File: src/rtl/fix_msg_framer.sv
// fix_msg_framer
//   Ingress framer in front of the FIX parser. It finds message boundaries
//   ("8=" through the SOH that ends tag 10) in a raw byte stream. In-message
//   bytes are forwarded with one cycle of latency. The tag 10 checksum is
//   checked, and the tag 9 body length is checked when length checking is
//   built in. Completed messages and error pulses are counted.
//
//   Build option: define FIX_LEN_CHECK_EN to build the body-length check.
//   Without it, len_ok_o is 1 on every msg_end_o and only the checksum
//   decides err_o at the end of a message.
//
// Ports
//   clk, rst          clock, synchronous active-high reset
//   data_i, valid_i   raw byte stream, no backpressure
//   data_o, valid_o   forwarded message byte (data_o is 0 when not valid)
//   msg_start_o       pulse with the forwarded leading '8'
//   msg_end_o         pulse with the forwarded SOH that ends tag 10
//   csum_ok_o         checksum matched (only meaningful with msg_end_o)
//   len_ok_o          body length matched (only meaningful with msg_end_o)
//   err_o             pulse on a failed check or an abort
//   msg_count_o       completed messages, wrapping
//   err_count_o       err_o pulses, wrapping
module fix_msg_framer #(
    parameter int MAX_MSG_LEN = 1024,
    parameter int CNT_WIDTH   = 16
) (
    input  logic                 clk,
    input  logic                 rst,
    input  logic [7:0]           data_i,
    input  logic                 valid_i,
    output logic [7:0]           data_o,
    output logic                 valid_o,
    output logic                 msg_start_o,
    output logic                 msg_end_o,
    output logic                 csum_ok_o,
    output logic                 len_ok_o,
    output logic                 err_o,
    output logic [CNT_WIDTH-1:0] msg_count_o,
    output logic [CNT_WIDTH-1:0] err_count_o
);

    localparam int CW = $clog2(MAX_MSG_LEN + 2);

    typedef enum logic [1:0] {IDLE, TAG, VAL, CSUM} state_t;

    state_t        state_q, state_d;
    logic [15:0]   tag_acc, val_acc;
    logic [7:0]    sum_acc, csum_snap;
    logic [9:0]    csum_val;
    logic [2:0]    csum_digits;
    logic          csum_bad;
    logic [CW-1:0] fwd_cnt, cnt_next;

    logic       is_digit, is_soh, is_eq;
    logic [3:0] digit;
    logic       fwd, start, fin, abort, csum_ok_c, len_ok_c, err_c;

`ifdef FIX_LEN_CHECK_EN
    logic [15:0] len_decl, body_cnt, body_snap;
    logic        len_seen, body_on;
`endif

    // Decimal accumulate, saturating at 16 bits.
    function automatic logic [15:0] dec_acc(input logic [15:0] a, input logic [3:0] d);
        logic [19:0] t;
        t = {4'b0, a} * 20'd10 + {16'b0, d};
        return (t > 20'h0FFFF) ? 16'hFFFF : t[15:0];
    endfunction

    assign is_digit = (data_i >= 8'h30) && (data_i <= 8'h39);
    assign digit    = data_i[3:0];
    assign is_soh   = (data_i == 8'h01);
    assign is_eq    = (data_i == 8'h3D);
    // Position of this byte within the message if it gets forwarded.
    assign cnt_next = (state_q == IDLE) ? CW'(1) : fwd_cnt + CW'(1);

    always_ff @(posedge clk) begin
        if (rst) state_q <= IDLE;
        else     state_q <= state_d;
    end

    always_comb begin
        state_d = state_q;
        fwd     = 1'b0;
        start   = 1'b0;
        fin     = 1'b0;
        abort   = 1'b0;
        if (valid_i) begin
            case (state_q)
                IDLE: if (data_i == 8'h38) begin
                    fwd     = 1'b1;
                    start   = 1'b1;
                    state_d = TAG;
                end
                TAG: begin
                    fwd = 1'b1;
                    if (is_eq)          state_d = (tag_acc == 16'd10) ? CSUM : VAL;
                    else if (!is_digit) abort = 1'b1;
                end
                VAL: begin
                    fwd = 1'b1;
                    if (is_soh) state_d = TAG;
                end
                CSUM: begin
                    fwd = 1'b1;
                    if (is_soh) begin
                        fin     = 1'b1;
                        state_d = IDLE;
                    end
                end
                default: state_d = IDLE;
            endcase
            // The overlong byte is still forwarded, then the message is dropped.
            if (fwd && state_q != IDLE && cnt_next == CW'(MAX_MSG_LEN + 1)) abort = 1'b1;
            if (abort) begin
                fin     = 1'b0;
                state_d = IDLE;
            end
        end
    end

    assign csum_ok_c = (csum_digits == 3'd3) && !csum_bad && (csum_val == {2'b00, csum_snap});
`ifdef FIX_LEN_CHECK_EN
    assign len_ok_c  = len_seen && (body_snap == len_decl);
`else
    assign len_ok_c  = 1'b1;
`endif
    assign err_c = abort || (fin && !(csum_ok_c && len_ok_c));

    always_ff @(posedge clk) begin
        if (rst) begin
            data_o      <= '0;
            valid_o     <= 1'b0;
            msg_start_o <= 1'b0;
            msg_end_o   <= 1'b0;
            csum_ok_o   <= 1'b0;
            len_ok_o    <= 1'b0;
            err_o       <= 1'b0;
            msg_count_o <= '0;
            err_count_o <= '0;
            tag_acc     <= '0;
            val_acc     <= '0;
            sum_acc     <= '0;
            csum_snap   <= '0;
            csum_val    <= '0;
            csum_digits <= '0;
            csum_bad    <= 1'b0;
            fwd_cnt     <= '0;
`ifdef FIX_LEN_CHECK_EN
            len_decl    <= '0;
            len_seen    <= 1'b0;
            body_on     <= 1'b0;
            body_cnt    <= '0;
            body_snap   <= '0;
`endif
        end else begin
            valid_o     <= fwd;
            data_o      <= fwd ? data_i : 8'h00;
            msg_start_o <= start;
            msg_end_o   <= fin;
            csum_ok_o   <= fin && csum_ok_c;
            len_ok_o    <= fin && len_ok_c;
            err_o       <= err_c;
            if (fin)   msg_count_o <= msg_count_o + 1'b1;
            if (err_c) err_count_o <= err_count_o + 1'b1;

            if (fwd) begin
                fwd_cnt <= cnt_next;
                if (start) begin
                    sum_acc     <= data_i;
                    tag_acc     <= 16'd8;
                    val_acc     <= '0;
                    csum_snap   <= '0;
                    csum_val    <= '0;
                    csum_digits <= '0;
                    csum_bad    <= 1'b0;
`ifdef FIX_LEN_CHECK_EN
                    len_decl    <= '0;
                    len_seen    <= 1'b0;
                    body_on     <= 1'b0;
                    body_cnt    <= '0;
                    body_snap   <= '0;
`endif
                end else begin
                    sum_acc <= sum_acc + data_i;
                    // Snapshot includes the SOH itself; the one taken before
                    // "10=" is what the checksum field is compared against.
                    if (is_soh) csum_snap <= sum_acc + data_i;
                    case (state_q)
                        TAG:  if (is_digit) tag_acc <= dec_acc(tag_acc, digit);
                              else if (is_eq) val_acc <= '0;
                        VAL:  if (is_digit) val_acc <= dec_acc(val_acc, digit);
                              else if (is_soh) tag_acc <= '0;
                        CSUM: if (is_digit && csum_digits < 3'd3) begin
                                  csum_val    <= 10'(csum_val * 10'd10 + {6'b0, digit});
                                  csum_digits <= csum_digits + 3'd1;
                              end else if (!is_soh) begin
                                  csum_bad <= 1'b1;
                              end
                        default: ;
                    endcase
`ifdef FIX_LEN_CHECK_EN
                    // Body counting starts on the byte after the SOH ending tag 9.
                    if (state_q == VAL && is_soh && tag_acc == 16'd9) begin
                        len_decl <= val_acc;
                        len_seen <= 1'b1;
                        body_on  <= 1'b1;
                        body_cnt <= '0;
                    end else if (body_on) begin
                        body_cnt <= body_cnt + 16'd1;
                    end
                    if (is_soh) body_snap <= body_on ? body_cnt + 16'd1 : 16'd0;
`endif
                end
            end
        end
    end

endmodule

File: config.mk
export PLATFORM = sky130hd
export DESIGN_NAME = fix_msg_framer
export DESIGN_NICKNAME = d
export VERILOG_FILES = /design/src/rtl/fix_msg_framer.sv
export SDC_FILE = /design/constraint.sdc
export NUM_CORES = 1
export LEC_CHECK = 0
export CAP_MARGIN = 30
export CORE_MARGIN = 2
export CORE_UTILIZATION = 50
export CTS_CLUSTER_DIAMETER = 40
export DETAILED_ROUTE_END_ITERATION = 12
export PLACE_DENSITY = 0.83
export SETUP_SLACK_MARGIN = 0.4
export SYNTH_ARGS = -nofsm -noshare
export SYNTH_HDL_FRONTEND = slang
export SYNTH_SLANG_ARGS = --single-unit
File: constraint.sdc
create_clock -name clk -period 4.05 [get_ports clk]
set_input_delay 0.81 -clock clk [delete_from_list [all_inputs] [get_ports clk]]
set_output_delay 0.81 -clock clk [all_outputs]
set_load 0.005 [all_outputs]
==> results.txt, run 1 <==
outcome = finished clean
core area = 0.0131 mm²
final hold violation count = 0
# DRC = 0
first-pass GRT wire length = 27500 µm
crit path DAT = 3.78 ns
Top FF cell, synth = dfxtp_1
clk_skew = 0.00781 ns
FMAX = 0.278 GHz
area of the multi-input gates = 0.00450 mm²
Worst EP required = 4.24 ns
cell leakage power = 3.03 nW
CTS tree = built
Crit Path Max Fanout = 8
Pins Over Slew Limit = 0
# IOs = 57
MaxCap Viol Count = 0
Fill cells = 1123
crit path capture type = flop
slew margin rel. = 0.407
most frequent cell after synthesis = dfxtp_1
Setup crit start kind = flop
initial antenna violation count = 0
Syn Std Cell Area = 0.00667 mm²
Post-Route Setup TNS = 0 ns
die width = 120 µm
Cell Pwr Density = 247 mW/mm²
routability cong. = 0.887
Via Count = 6074
post-synth top area cell = dfxtp_1
ANT nets after route = 0
std cell rows = 42
sequential area share after synthesis = 0.312
Chip Height = 120 µm
Initial Util = 0.508
NumNets Final = 928
WHS Path Cells = 2
share of cells above drive strength 1 = 0.106
Final setup viols = 0
clock-pin slew on the worst setup and hold paths = 0.07 ns
post-DP HPWL = 11200 µm
final routed wire length divided by cell count = 15.8 µm
Min-Delay Path Class = reg2reg
gr ovfl total = 0
final wirelength = 16300 µm
most instantiated cells after synthesis = 104 x dfxtp_1, 86 x nor2_1, 77 x nand2_1
CTS sink count = 104
Syn Area/Cell = 8.36 µm²
Sequential cell area = 0.00210 mm²
synth warn = 0
Yosys top cell area share = 0.312
Max IR drop VDD = 250 µV
Vias per Instance = 5.87
Synth Instances = 798
Iter 0 DRT Violations = 569
PortBufs = 56
largest net degree at the start of global routing = 82
crit path kind = reg2reg
worst-margin pin slew = 0.890 ns
die area = 0.0143 mm²
final worst path period need = 3.59 ns
largest cells by area after synthesis = dfxtp_1 31%, ha_1 11%, xnor2_1 6.8%
Reg2Reg Depth = 13
FF+latch count, synth = 104
H-tree levels = 3
number of global-route vias before repair = 5794
fin crit share = 0.887
Clock Tree Root = clkbuf_16
Synth cell types = 68
cts bufs inserted = 9
number of diodes = 0
syn_nets = 871
Initial DRT Pass Iterations = 5
hold slack = 0.469 ns
RSZ-0062 raised after global routing = true
CTS max path bufs = 2
Syn-to-layout area delta = 19.4%
clk_lat worst skew = 0.35 ns
Post-synth ARST share = 0
Tot GR Track Use = 0.232
Post-synth EDFFs = 0
[cell usage in the layout (no fill, tap or decap), drive strengths merged, types with 24 or more instances in the layout]
cell type and instances:
a21oi 69, inv 25, nand3 31, nor2 86
nand2 77, xor2 25, ha 57, o21ai 24
xnor2 52, buf 27, clkdlybuf4s50 55, dfxtp 104
[final timing paths]
path | start | endpoint | slack (ns)
setup / recovery | tag_acc[3] | tag_acc[4] | 0.46
hold / removal | csum_snap[1] | csum_snap[1] | 0.47
setup reg to reg | tag_acc[3] | tag_acc[4] | 0.46
hold reg to reg | csum_snap[1] | csum_snap[1] | 0.47
[power by group]
part           switching, mW  internal (mW)  leakage [nW]
clock                  0.370          0.505         0.143
sequential          0.000728           1.02         0.841
combinational         0.0487         0.0255          2.05
total                  0.420           1.55          3.03
[cell type report]
type	instances	area share
inverter	25	0.0118
clock buffer	11	0.0317
multi-input combinational	633	0.565
timing repair buffer	82	0.0952
tap	176	0.0277
sequential	104	0.263
clock inverter	3	0.00534
[worst max-delay path, stage by stage, from the launching register on]
cell      delay [ns]
dfxtp_4         0.36
ha_4            0.27
ha_4            0.13
inv_2           0.04
fa_2            0.41
xor2_2          0.16
or3b_1          0.36
or2_1           0.24
or4_4           0.44
a31o_4          0.24
nor4_4          0.19
mux2i_2         0.32
buf_6           0.19
a221oi_2        0.07
[registers in the layout, summed over array words and instances (netlist names), 2 cells and up]
register,count
err_count_o,16
msg_count_o,16
tag_acc,16
fwd_cnt,11
csum_val,10
csum_snap,8
data_o,8
sum_acc,8
csum_digits,3
state_q,2
[cell families (layout without fill, tap and decap cells)]
| kind of cell | count (synthesis) | after routing | share of synthesized area |
|---|---|---|---|
| buffers and inverters | 61 | 121 | 0.0369 |
| AO/OA/AOI/OAI | 182 | 182 | 0.185 |
| XOR/XNOR | 77 | 77 | 0.101 |
| multiplexers | 13 | 13 | 0.0201 |
| adder cells (fa/ha/maj) | 62 | 62 | 0.122 |
| flip-flops | 104 | 104 | 0.312 |
| AND/OR/NAND/NOR | 299 | 299 | 0.223 |
[stage by stage]
step | setup slack [ns] | total power [mW] | area, µm² | utilization | instances
floorplan | 0.413 | 1.09 | 6680 | - | 798
global placement | 0.334 | 1.12 | 7420 | 0.565 | 1010
detailed placement | 0.258 | 1.12 | 7420 | 0.565 | 1010
CTS | 0.372 | 1.99 | 7860 | 0.598 | 1032
global route | 0.350 | 2.03 | 7960 | 0.606 | 1034
finish | 0.456 | 1.97 | 7960 | 0.606 | 1034
[routing by layer]
| metal | track usage | vias to the layer above | part of all wire |
|---|---|---|---|
| li1 | - | 2997 | - |
| met1 | 0.315 | 2852 | 0.46 |
| met2 | 0.376 | 193 | 0.47 |
| met3 | 0.0447 | 32 | 0.054 |
| met4 | 0.0684 | 0 | 0.020 |
| met5 | 0 | - | 0 |
[what timing repair did]
action,4_1_cts,5_1_grt
endpoints found under the setup margin,15,16
gates cloned,1,0
gates resized for setup,20,19
setup buffers,7,2
pin swaps,19,7
hold buffers,0,0
No activity file was read; power rests on OpenSTA's default activity.
==> inputs of run 2 (changes only) <==
--- a/config.mk
+++ b/config.mk
@@ -6,9 +6,10 @@
 export NUM_CORES = 1
 export LEC_CHECK = 0
 export CAP_MARGIN = 30
+export CORE_ASPECT_RATIO = 2
 export CORE_MARGIN = 2
 export CORE_UTILIZATION = 50
-export CTS_CLUSTER_DIAMETER = 40
+export CTS_CLUSTER_DIAMETER = 50
 export DETAILED_ROUTE_END_ITERATION = 12
 export PLACE_DENSITY = 0.83
 export SETUP_SLACK_MARGIN = 0.4
==> run 2 against run 1 <==
  * Critical path depth is 1 higher
  * Cell area fell by 0.61%
  * Core utilization grew 0.30 points
  * Critical path type unchanged
  * Hold slack about the same
  * Power down 1.6%
  * Critical endpoint is now tag_acc[7]
  * Register-to-register slack hardly changed
  * Wire length increased by 7.3%
  * Clock power fell by 3.4%
  * Global-route usage is 1.4 points higher
  * Sequential share of layout area up 0.15 points
==> results.txt, run 2 (synthesized netlist as in run 1, its figures left out) <==
Iter 0 DRT Violations = 310 (-46%)
clock-pin slew on the worst setup and hold paths = 0.08 ns (about the same)
largest net degree at the start of global routing = 82 (unchanged)
Via Count = 6198 (+2.0%)
crit path capture type = flop
Worst EP required = 4.22 ns (-0.02 ns)
placed cell areas = 0.00743 mm² (+0.17%)
crit path max-delay cell type = or4_4
# DRC = 0 (unchanged)
Setup crit start kind = flop
CTS tree = built
initial antenna violation count = 0 (unchanged)
number of diodes = 0 (unchanged)
hold slack = 0.469 ns (+0.000443 ns)
Initial DRT Pass Iterations = 5 (unchanged)
most frequent cells in the layout = 98 x dfxtp_1, 86 x nor2_1, 77 x nand2_1
cts bufs inserted = 9 (unchanged)
CP peak stage delay = 0.44 ns (about the same)
Post-Route Setup TNS = 0 ns (unchanged)
FMAX = 0.279 GHz (+0.42%)
Switching Fraction = 0.233 (+0.0199)
final hold violation count = 0 (unchanged)
Fill cells = 1102 (-1.9%)
Chip Height = 167 µm (+40%)
sequential share of power = 0.527 (+0.009)
clk_skew = 0.0124 ns (+0.00454 ns)
number of global-route vias before repair = 6050 (+4.4%)
total power = 1.94 mW (-1.6%)
internal power = 1.49 mW (-4.1%)
routability cong. = 0.889 (+0.17%)
worst-margin pin slew = 0.877 ns (-0.0133 ns)
MaxCap Viol Count = 0 (unchanged)
ANT nets after route = 0 (unchanged)
post-DP HPWL = 13100 µm (+17%)
clock share of power = 0.436 (-0.008)
Syn-to-layout area delta = 18.6%
Final setup viols = 0 (unchanged)
crit path DAT = 3.75 ns (-0.03 ns)
CTS sink count = 104 (unchanged)
crit path kind = reg2reg
std cell rows = 59 (+40%)
Clock Tree Root = clkbuf_16
final worst path period need = 3.58 ns (-0.0149 ns)
cell leakage power = 3.03 nW (-0.12%)
most frequent CP cell = ha_4
Vias per Instance = 6.10 (+3.8%)
fin crit share = 0.884 (-0.00369)
Combinational Power Share = 0.037 (about the same)
most common cell after layout, fill and taps aside = dfxtp_1
design area = 0.00792 mm² (-0.61%)
Max IR drop VDD = 264 µV (+5.6%)
crit path cell chain = ha_4, ha_4, inv_2, fa_2, xor2_2, or3b_1, or2_1, or4_4, a31o_4, nor4_4, mux2i_2, buf_4, buf_12, a221oi_1
# IOs = 57 (unchanged)
Tot GR Track Use = 0.246 (+0.0140)
first-pass GRT wire length = 28700 µm (+4.2%)
Top Registers = err_count_o x16, msg_count_o x16, tag_acc x16
Top delay family on crit path = simple AND/OR/NAND/NOR gates
gr ovfl total = 0 (unchanged)
share of cells above drive strength 1 = 0.101 (-0.00537)
CTS max path bufs = 2 (unchanged)
Final Util = 0.609 (+0.00302)
final routed wire length divided by cell count = 17.2 µm (+9.2%)
die width = 85.7 µm (-28%)
switching pwr = 451 µW (+7.6%)
final wirelength = 17500 µm (+7.3%)
outcome = finished clean
slew margin rel. = 0.415 (+0.00887)
RSZ-0062 raised after global routing = true
die area = 0.0143 mm² (+0.39%)
H-tree levels = 3 (unchanged)
WP buf/inv = 3 (+1)
Min-Delay Path Class = reg2reg
Cell Pwr Density = 245 mW/mm² (-1.0%)
NumNets Final = 932 (+0.43%)
PortBufs = 56 (unchanged)
clk_lat worst skew = 0.35 ns (about the same)
Pins Over Slew Limit = 0 (unchanged)
core area = 0.0130 mm² (-1.1%)
Reg2Reg Setup Slack = 0.47 ns (about the same)
Crit Path Max Fanout = 8 (unchanged)
Initial Util = 0.513 (+0.00567)
run 2: changes by cell type in the layout (fill, tap and decap cells not counted), sizes merged:
cell    delta
buf        +3
bufinv     -1
clkinv     +2
inv        +2
run 2: final cells by class:
cell class	count	area (µm²)	share of cell area
Tap cell	152	190	0.0240
Inverter	25	93.8	0.0119
Clock inverter	6	50.0	0.00632
Timing Repair Buffer	86	811	0.102
Clock buffer	10	239	0.0302
Sequential cell	104	2090	0.265
Multi-Input combinational cell	633	4440	0.561
run 2: timing repair:
| item | 4_1_cts | 5_1_grt |
|---|---|---|
| gates resized for setup | 16 | 8 |
| pin swaps | 16 | 3 |
| hold buffers | 0 | 0 |
| buffers inserted | 5 | 4 |
| endpoints found under the setup margin | 15 | 15 |
| cloned | 1 | 0 |
run 2: metal layers:
metal / GRT usage / share of wire / wire length [µm]
met5: 0 / 0 / 0
met3: 0.0261 / 0.029 / 506
met1: 0.253 / 0.36 / 6370
met4: 0.142 / 0.056 / 984
met2: 0.464 / 0.55 / 9670
run 2: worst paths after layout:
check,to,startpoint,depth (start not counted)
min reg2reg,csum_snap[4],csum_snap[4],2
max,tag_acc[7],tag_acc[1],14
max reg2reg,tag_acc[7],tag_acc[1],14
min,csum_snap[4],csum_snap[4],2
run 2: worst register-to-register path: cells and delay by family, from the launching register on:
family / cells / cell delay, ns
XOR/XNOR: 1 / 0.16
AND/OR/NAND/NOR: 4 / 1.22
buffers and inverters: 3 / 0.32
adder cells (fa/ha/maj): 3 / 0.78
multiplexers: 1 / 0.28
AO/OA/AOI/OAI: 2 / 0.31
flip-flops: 1 / 0.34
run 2: per-stage QoR:
step / setup slack, ns / cells
6_report: 0.471 / 1016
4_1_cts: 0.324 / 1012
2_1_floorplan: 0.413 / 798
3_5_place_dp: 0.246 / 990
3_3_place_gp: 0.288 / 990
5_1_grt: 0.337 / 1016
run 2: power by group through the flow:
stage | Sequential (mW) | Clock, mW | Combinational (mW)
2_1_floorplan | 1.05 | 0 | 0.0386
3_3_place_gp | 1.05 | 0 | 0.0710
3_5_place_dp | 1.05 | 0 | 0.0716
4_1_cts | 1.02 | 0.858 | 0.0722
5_1_grt | 1.02 | 0.895 | 0.0788
6_report | 1.02 | 0.845 | 0.0726
==> inputs of run 3 (changes only) <==
--- a/config.mk
+++ b/config.mk
@@ -11,7 +11,8 @@
 export CORE_UTILIZATION = 50
 export CTS_CLUSTER_DIAMETER = 50
 export DETAILED_ROUTE_END_ITERATION = 12
-export PLACE_DENSITY = 0.83
+export GPL_TIMING_DRIVEN = 0
+export PLACE_DENSITY = 0.73
 export SETUP_SLACK_MARGIN = 0.4
 export SYNTH_ARGS = -nofsm -noshare
 export SYNTH_HDL_FRONTEND = slang
==> run 3 against run 2 <==
  * Fmax down 0.90%
  * Clock-buffer cell count shrank 1
  * Clock power rose by 2%
  * Critical path type unchanged
  * Highest routed layer unchanged
==> results.txt, run 3 (synthesized netlist as in run 1, its figures left out) <==
MaxCap Viol Count = 0 (unchanged)
FMAX = 0.277 GHz (-0.90%)
Finished Layout Cells = 1032 (+1.6%)
post-DP HPWL = 13900 µm (+6.5%)
CP Launch Point = tag_acc[1]
Max IR drop VDD = 234 µV (-11%)
Combinational Power Share = 0.039 (+0.002)
Switching Fraction = 0.246 (+0.0136)
Chip Height = 167 µm (unchanged)
# IOs = 57 (unchanged)
switching pwr = 483 µW (+6.9%)
most frequent cells in the layout = 98 x dfxtp_1, 86 x nor2_1, 77 x nand2_1
Inst Count DP = 1005 (+1.5%)
Tot GR Track Use = 0.254 (+0.00844)
Final setup viols = 0 (unchanged)
clock share of power = 0.439 (+0.003)
RR Startpoint = tag_acc[1]
std cell rows = 59 (unchanged)
share of cells above drive strength 1 = 0.0932 (-0.00751)
total power = 1.96 mW (+1.0%)
Clock Tree Root = clkbuf_16
clock-pin slew on the worst setup and hold paths = 0.07 ns (about the same)
Place WS = -0.316 ns (-0.562 ns)
initial antenna violation count = 0 (unchanged)
worst-margin pin slew = 0.791 ns (-0.0853 ns)
final worst path period need = 3.61 ns (+0.0325 ns)
CTS tree = built
internal power = 1.48 mW (-0.79%)
Vias per Instance = 5.99 (-1.8%)
Syn-to-layout area delta = 19.0%
slew margin rel. = 0.472 (+0.0569)
final hold violation count = 0 (unchanged)
# DRC = 0 (unchanged)
clk_lat worst skew = 0.35 ns (about the same)
Hold Crit Start = csum_snap[4]
crit path kind = reg2reg
routability cong. = 0.929 (+4.6%)
NumNets Final = 948 (+1.7%)
cell leakage power = 3.02 nW (-0.32%)
CTS max path bufs = 2 (unchanged)
Crit Path Max Fanout = 4 (-4)
number of diodes = 0 (unchanged)
die width = 85.7 µm (unchanged)
fin crit share = 0.892 (+0.00803)
gr ovfl total = 0 (unchanged)
Pins Over Slew Limit = 0 (unchanged)
CTS sink count = 104 (unchanged)
Cell Pwr Density = 247 mW/mm² (+0.67%)
cts bufs inserted = 9 (unchanged)
crit path DAT = 3.88 ns (+0.13 ns)
die area = 0.0143 mm² (unchanged)
final wirelength = 18000 µm (+2.5%)
most common cell after layout, fill and taps aside = dfxtp_1
Post-CTS Hold Buffers = 0 (unchanged)
RSZ-0062 raised after global routing = true
ANT nets after route = 0 (unchanged)
Initial Util = 0.513 (unchanged)
crit path capture type = flop
Final Util = 0.611 (+0.00202)
clk_skew = 0.00867 ns (-0.00369 ns)
Top Registers = err_count_o x16, msg_count_o x16, tag_acc x16
largest net degree at the start of global routing = 20 (-76%)
Via Count = 6183 (-0.24%)
number of global-route vias before repair = 6171 (+2.0%)
H-tree levels = 3 (unchanged)
core area = 0.0130 mm² (unchanged)
Initial DRT Pass Iterations = 4 (-1)
Worst EP required = 4.32 ns (+0.10 ns)
Iter 0 DRT Violations = 201 (-35%)
final routed wire length divided by cell count = 17.4 µm (+0.89%)
Setup crit start kind = flop
PortBufs = 55 (-1.8%)
first-pass GRT wire length = 29300 µm (+2.1%)
Worst Setup Slack, final = 0.439 ns (-0.0325 ns)
outcome = finished clean
Min-Delay Path Class = reg2reg
sequential share of power = 0.522 (-0.005)
run 3: cell types whose count changed in the layout (fill, tap and decap cells not counted), moves of 3 or more:
| cell | before | now |
|---|---|---|
| buf_4 | 28 | 11 |
| o21ai_1 | 3 | 0 |
| clkbuf_1 | 0 | 27 |
| a221oi_2 | 8 | 13 |
| a221oi_1 | 5 | 0 |
| buf_2 | 1 | 5 |
run 3: stage by stage:
| stage | setup TNS, ns | instance area [µm²] | hold slack, ns |
|---|---|---|---|
| final | 0 | 7940 | 0.465 |
| after global routing | 0 | 7940 | 0.486 |
| after CTS | 0 | 7850 | 0.468 |
| after detailed placement | -3.84 | 7420 | 0.458 |
| after global placement | -3.80 | 7420 | 0.451 |
| after floorplan | 0 | 6680 | 0.438 |
run 3: final timing paths:
check | endpoint | slack [ns] | cells after the start
max reg2reg | tag_acc[15] | 0.44 | 12
max | tag_acc[15] | 0.44 | 12
min reg2reg | csum_snap[4] | 0.47 | 2
min | csum_snap[4] | 0.47 | 2
run 3: layout make-up:
type | instances | area, µm²
multi-input cells | 633 | 4480
fillers | 1183 | 5050
clock buffers | 9 | 225
clock inverters | 7 | 66.3
plain buffers | 36 | 155
well taps | 152 | 190
repair buffers | 66 | 634
flip-flops and latches | 104 | 2090
inverters | 25 | 93.8
run 3: worst max-delay path, cell delays in order, from the launching register on:
cell      delay, ns
dfxtp_4        0.36
ha_4           0.27
ha_4           0.13
inv_2          0.03
fa_2           0.35
xor2_2         0.16
or3b_1         0.38
nand2b_1       0.19
or4_1          0.59
nor4_1         0.48
nand4_1        0.19
xnor2_1        0.18
a221oi_2       0.22
run 3: power by group through the flow:
stage | Sequential (mW) | Combinational [mW] | Clock (mW)
finish | 1.02 | 0.0765 | 0.861
global route | 1.02 | 0.0834 | 0.910
CTS | 1.02 | 0.0735 | 0.879
detailed placement | 1.05 | 0.0735 | 0
global placement | 1.05 | 0.0734 | 0
floorplan | 1.05 | 0.0386 | 0
run 3: what timing repair did:
action	in CTS	in global routing
hold endpoints to repair	0	0
pin swaps	13	10
resized for setup	21	16
cloned	1	0
buffers inserted	8	2
setup endpoints to repair	20	34
run 3: metal layers:
layer | vias up | GRT usage | wire length (µm) | share of wire
met5 | - | 0 | 0 | 0
met1 | 2965 | 0.252 | 6580 | 0.37
met3 | 51 | 0.0330 | 431 | 0.024
li1 | 3046 | - | - | -
met4 | 0 | 0.134 | 791 | 0.044
met2 | 121 | 0.492 | 10200 | 0.57
